[src/rtl/rr_decoder_arbiter.sv]
// Round-robin arbiter for the shared 3-to-8 decoded select resource.
// One owner at a time. A grant ends on done, on the owner dropping its
// request, or when the hold limit is reached. Every grant is followed by
// one GAP cycle and one IDLE decision cycle, so the decoder select never
// switches directly from one owner to another.
//
// Handshake: req[i] stays high while requester i wants or owns the
// resource. gnt/gnt_idx/gnt_valid are registered and change only on clk
// (or asynchronously on rst). done is a one-cycle strobe from the owner
// and is sampled only while gnt_valid=1. timeout pulses for one cycle,
// in the first GAP cycle after a grant is revoked by the hold limit.
module rr_decoder_arbiter #(
  parameter int MAX_HOLD = 16
) (
  input  logic       clk,
  input  logic       rst,
  input  logic       en,
  input  logic [7:0] req,
  input  logic       done,
  output logic [7:0] gnt,
  output logic [2:0] gnt_idx,
  output logic       gnt_valid,
  output logic       timeout,
  output logic [1:0] state_dbg
);

  localparam int CW = $clog2(MAX_HOLD);
  localparam logic [CW-1:0] LIMIT = CW'(MAX_HOLD - 1);

  typedef enum logic [1:0] {
    IDLE = 2'd0,
    BUSY = 2'd1,
    GAP  = 2'd2
  } state_t;

  state_t        state;
  logic [2:0]    ptr;
  logic [CW-1:0] cnt;
  logic [2:0]    win;
  logic [2:0]    cand;
  logic          found;

  assign state_dbg = state;

  // First requester at or after ptr, scanning upward modulo 8.
  always_comb begin
    win   = ptr;
    cand  = ptr;
    found = 1'b0;
    for (int k = 0; k < 8; k++) begin
      cand = ptr + 3'(k);
      if (!found && req[cand]) begin
        win   = cand;
        found = 1'b1;
      end
    end
  end

  // Arbitration FSM; all outputs are registered here.
  always_ff @(posedge clk or posedge rst) begin
    if (rst) begin
      state     <= IDLE;
      ptr       <= 3'd0;
      cnt       <= '0;
      gnt       <= 8'h00;
      gnt_idx   <= 3'd0;
      gnt_valid <= 1'b0;
      timeout   <= 1'b0;
    end else begin
      case (state)
        IDLE: begin
          timeout <= 1'b0;
          if (en && found) begin
            gnt       <= 8'h01 << win;
            gnt_idx   <= win;
            gnt_valid <= 1'b1;
            cnt       <= '0;
            state     <= BUSY;
          end
        end
        BUSY: begin
          if (done || !req[gnt_idx]) begin
            // Voluntary release wins over the hold limit: no timeout pulse.
            gnt       <= 8'h00;
            gnt_idx   <= 3'd0;
            gnt_valid <= 1'b0;
            ptr       <= gnt_idx + 3'd1;
            state     <= GAP;
          end else if (cnt == LIMIT) begin
            gnt       <= 8'h00;
            gnt_idx   <= 3'd0;
            gnt_valid <= 1'b0;
            ptr       <= gnt_idx + 3'd1;
            timeout   <= 1'b1;
            state     <= GAP;
          end else begin
            cnt <= cnt + 1'b1;
          end
        end
        GAP: begin
          timeout <= 1'b0;
          state   <= IDLE;
        end
        default: begin
          state <= IDLE;
        end
      endcase
    end
  end

endmodule

[config.mk]
export PLATFORM = sky130hd
export DESIGN_NAME = rr_decoder_arbiter
export DESIGN_NICKNAME = d
export VERILOG_FILES = /design/src/rtl/rr_decoder_arbiter.sv
export SDC_FILE = /design/constraint.sdc
export NUM_CORES = 1
export LEC_CHECK = 0
export CAP_MARGIN = 20
export CORE_ASPECT_RATIO = 0.5
export CORE_UTILIZATION = 45
export CTS_CLUSTER_SIZE = 30
export DETAILED_ROUTE_END_ITERATION = 8
export PLACE_DENSITY = 0.67
export SYNTH_ARGS = -nofsm -noshare
export SYNTH_HDL_FRONTEND = slang
export SYNTH_SLANG_ARGS = --single-unit
[constraint.sdc]
create_clock -name clk -period 5.2 [get_ports clk]
set_clock_uncertainty 0.15 [all_clocks]
set_input_delay 1.04 -clock clk [delete_from_list [all_inputs] [get_ports clk]]
set_output_delay 1.04 -clock clk [all_outputs]
set_load 0.01 [all_outputs]
=== Word-level counts from Yosys, hierarchy flattened ===
Cells that the tools add are included.

* Input port bits: 12
* Register bits: 22
* Output and inout port bits: 15
* Logic and storage cells: 119

* Multiplexer cells: 58
* Eq/ne operators: 8
* Shift-type cells: 1
* Reduce and logical (&&, ||, !) cells: 27
* $add $sub $neg: 9
* $lt $le $gt $ge: 9

{| class="wikitable"
|+ Operators with widths
! cell !! number
|-
| less-than comparator 3 x 4 -> 1 bit (second input constant) || 9
|-
| two-way mux 3 bit || 12
|-
| binary-select mux 1 bit (select 3 bit) || 9
|-
| two-way mux 8 bit || 3
|-
| two-way mux 1 bit || 22
|-
| one-hot mux 8 bit (2 select lines) || 1
|-
| adder 3 bit (second input constant) || 4
|-
| two-way mux 4 bit || 3
|-
| logical AND 1 bit || 8
|-
| zero test 1 bit || 8
|-
| inequality test 2 bit (second input constant) || 4
|-
| one-hot mux 4 bit (2 select lines) || 1
|-
| left shift 1 x 3 -> 8 bit (first input constant) || 1
|-
| adder 3 x 1 -> 3 bit (second input constant) || 2
|-
| adder 3 x 2 -> 3 bit (second input constant) || 2
|-
| two-way mux 2 bit || 3
|-
| one-hot mux 3 bit (2 select lines) || 1
|-
| AND reduction 3 bit || 2
|-
| nonzero test 2 bit || 3
|-
| adder 4 x 1 -> 4 bit (second input constant) || 1
|-
| == test 4 bit (second input constant) || 1
|-
| one-hot mux 1 bit (2 select lines) || 2
|-
| one-hot mux 2 bit (2 select lines) || 1
|-
| AND reduction 2 bit || 2
|-
| other kinds (7) || 7
|}

=== Longest topological paths before layout ===
* Depth after elaboration: 27
* Gate-level depth with buffers: 13
* Depth with buffers taken out: 9

=== Worst setup path before layout ===
OpenSTA, ideal clock, no wires.

* Path type: reg-to-reg
* Start: register ptr[1]
* End: register gnt[1]
* Cell stages (with the launch flop): 13
* Slack: 1.435 ns
* Data arrival time: 3.479 ns
* Clock period less this slack: 3.765 ns
* Required time: 4.914 ns
* Setup time: 0.136 ns
* Buffers on the path: 3
* Cells stage by stage: dfrtp_1 clkbuf_1 buf_1 inv_1 ha_1 buf_6 mux2i_1 mux4_2 and4_1 and4_4 nor3_1 mux2i_1 o31ai_1

* Cells in the longest elaborated chain, start to end: 27
* Elaborated cells on any way between the ends: 58
* Classes of those cells: 7 x add/sub; 1 x eq/ne; 1 x shift; 33 x mux; 16 x reduce/logical

{| class="wikitable"
|+ RTL lines
! item !! RTL line !! RTL
|-
| start, declared || 37 || <nowiki>logic [2:0] ptr;</nowiki>
|-
| start signal, assigned || 87 || <nowiki>ptr <= gnt_idx + 3'd1;</nowiki>
|-
| start signal, assigned || 93 || <nowiki>ptr <= gnt_idx + 3'd1;</nowiki>
|-
| branches (longest 27 deep; another with adder 3 x 1 -> 3 bit) || - ||
|-
| end signal, assigned || 74 || <nowiki>gnt <= 8'h01 << win;</nowiki>
|-
| end, declared || 20 || <nowiki>output logic [7:0] gnt,</nowiki>
|}

Parallel ways; which one is timed is not known. The select of a mux whose other input is x is not followed.
A chain may end at the register's enable or synchronous reset.

=== Worst setup path in the final report ===
* Start: register ptr[1]
* End: register gnt[7]

The elaborated chain is that of the path after synthesis.

==> out/metrics.cfg <==
[outcome]
status=complete, no violations

[final_layout]
nets=238
n_antenna_cell=0
area_growth_pct=19.4
drive_gt1_frac=0.140
fillerInstances=330
instances_no_fill=275

[floorplan]
pin_count=27
die_y_um=48.6
initial_core_util=0.486
core_mm2=0.00402
die_area_mm2=0.00463
die_x_um=95.2
rows=16

[power_and_ir_drop]
comb_power_share=0.731
pwr-share-seq=0.177
p_int_uw=898
switching_share=0.484
cellPowerDensity_mw_per_mm2=745
power_switching_uw=843
ir_drop_mv=0.287
p_leak_nw=0.954
clkPwrFrac=0.092

[worst_setup_path]
rrSetupSlack_ps=1200
end_kind=flip-flop
worst_setup_path_start_kind=flip-flop
path_max_fanout=17
r2r-start=ptr[1]
cp-endpoint=gnt[7]
startpoint=ptr[1]
critPathKind=reg2reg
ff2ff_path_depth=10
worst_ep_required_time_ps=5190
reg2reg_to=gnt[7]
arrival_ps=3980

[sta]
slew_violations=0
hold_violations=0
worst_pin_slew_ps=835
fmax_mhz=250
setup_tns_ps=0
fin_crit_ps=4000
rsz0062_at_grt=no
min_period_over_period=0.768
slew_headroom=0.441
setup_viol=0

[route]
viasPerCell=6.19
drt_wl_total_um=4610
drc_errors=0
drtIter0Drc=72
first_pass_iters=4
ant_nets=0
post_drt_wl_per_cell_um=16.8
vias=1703

[yosys]
synthCells=196
synth.ff_latch_count=22
ys_seq_area_frac=0.282
syn-num-nets=212
yosysWarningCount=0
synth_area_mm2=0.00196
synth_edf_count=0
synth_top_flop_cell=dfrtp_1
ys_types=56
synth_top_area_share=0.282
avgSynthCellArea_um2=9.98
synthTopCellsByArea=dfrtp_1 (28%), mux4_2 (16%), mux2i_1 (6.7%), nand2_1 (5.6%), o31ai_1 (3.1%)
async_reset_ff_frac=1.00
synth.largest_area_cell=dfrtp_1

[run]
cap_violations=0

[clocking]
cts_tree=built
clk_pin_slew_ps=80
cts_root_buf=clkbuf_8
cts.path.max_buffers=2
cts.sinks=22
postCtsHoldBufs=0
htree_num_levels=1
insertion_delay_ps=260
cts_resized=0
cts_setup_buffers=0
cts_made_buffers=3

[worst_hold_path]
hold_path.class=reg2reg

[place]
post-place-cells=271
io_buffers=26
hpwl_um=3520
place_congestion=0.915

[grt]
grt_max_degree=23
grt_pass1_vias=1554
grt-ovfl-total=0
grtUsageTotal=0.216
grt_antenna_before_repair=0
grt_pass1_wl_um=7840

==> cell usage after synthesis, drive strengths merged, types with 3 or more instances <==
library cell,instances
nand2,29
dfrtp,22
mux2i,14
mux4,14
inv,10
nor2,8
o31ai,8
o21ai,7
nor3,6
buf,5
a21oi,4
ha,4
xor2,4
a21o,3
a31oi,3
and2,3
and4,3
clkbuf,3
o211ai,3
==> worst min-delay path by stage <==
stage	end	slack (ps)	start	depth (start not counted)
floorplan	cnt[0]	330	cnt[0]	1
global placement	gnt[0]	320	gnt[0]	2
detailed placement	gnt_valid	320	gnt_valid	1
CTS	gnt[4]	340	gnt[4]	2
global route	gnt_valid	350	gnt_valid	1
finish	gnt[0]	330	gnt[0]	2
==> critical path, cell delays in order, from the launching register on <==
cell	delay [ps]
dfrtp_1	350
buf_4	240
inv_1	150
ha_1	660
mux2i_1	190
mux4_2	590
and4_1	310
and4_4	230
nor3_1	410
mux2i_1	470
o31ai_1	120
==> power by group through the flow <==
stage / combinational [mW] / clock (mW) / sequential, mW
5_1_grt: 1.39 / 0.171 / 0.323
6_report: 1.27 / 0.160 / 0.309
2_1_floorplan: 0.974 / 0 / 0.298
4_1_cts: 1.26 / 0.162 / 0.310
3_3_place_gp: 1.24 / 0 / 0.314
3_5_place_dp: 1.26 / 0 / 0.312
==> flip-flops by register name (all words and copies together) (netlist names) <==
register   cells
gnt            8
timeout        1
ptr            3
gnt_valid      1
cnt            4
gnt_idx        3
state_dbg      2
==> cells in the final DEF, fill, tap and decap left out, drive strengths merged, types with 4 or more instances in the layout <==
cell type and count:
mux2i 14, clkdlybuf4s50 26, ha 4, inv 10, dfrtp 22, xor2 4
a21oi 4, o31ai 8, mux4 14, nor2 8, nand2 29, nor3 6
o21ai 7
==> layer usage <==
| layer | vias to the layer above | global-route usage | part of all wire |
|---|---|---|---|
| li1 | 812 | - | - |
| met1 | 832 | 0.342 | 0.52 |
| met2 | 57 | 0.317 | 0.43 |
| met3 | 2 | 0.0220 | 0.043 |
| met4 | 0 | 0.0455 | 0.0043 |
| met5 | - | 0 | 0 |
==> per-stage QoR <==
stage	util	setup WS, ps	total power [mW]	hold WS [ps]	cell area [um^2]
after global placement	0.563	1020	1.55	317	2260
after CTS	0.580	1230	1.73	339	2330
after floorplan	-	1430	1.27	329	1960
after global routing	0.580	923	1.89	351	2330
after detailed placement	0.563	1000	1.57	319	2260
final	0.580	1200	1.74	334	2330
==> layout make-up <==
| type | count | area [um^2] | area share |
|---|---|---|---|
| Tap cell | 54 | 67.6 | 0.0289 |
| Clock inverter | 1 | 30.0 | 0.0129 |
| Timing Repair Buffer | 29 | 283 | 0.121 |
| Inverter | 11 | 41.3 | 0.0177 |
| Sequential cell | 22 | 551 | 0.236 |
| Multi-Input combinational cell | 155 | 1320 | 0.566 |
| Clock buffer | 3 | 41.3 | 0.0177 |
==> cells by family after synthesis <==
logic type,after synthesis,synth area share
AO/OA/AOI/OAI,49,0.207
adder cells (fa/ha/maj),4,0.0256
multiplexers,30,0.246
XOR/XNOR,6,0.0269
buffers and inverters,19,0.0429
flip-flops,22,0.282
AND/OR/NAND/NOR,66,0.170
No activity file was read; power rests on OpenSTA's default activity.
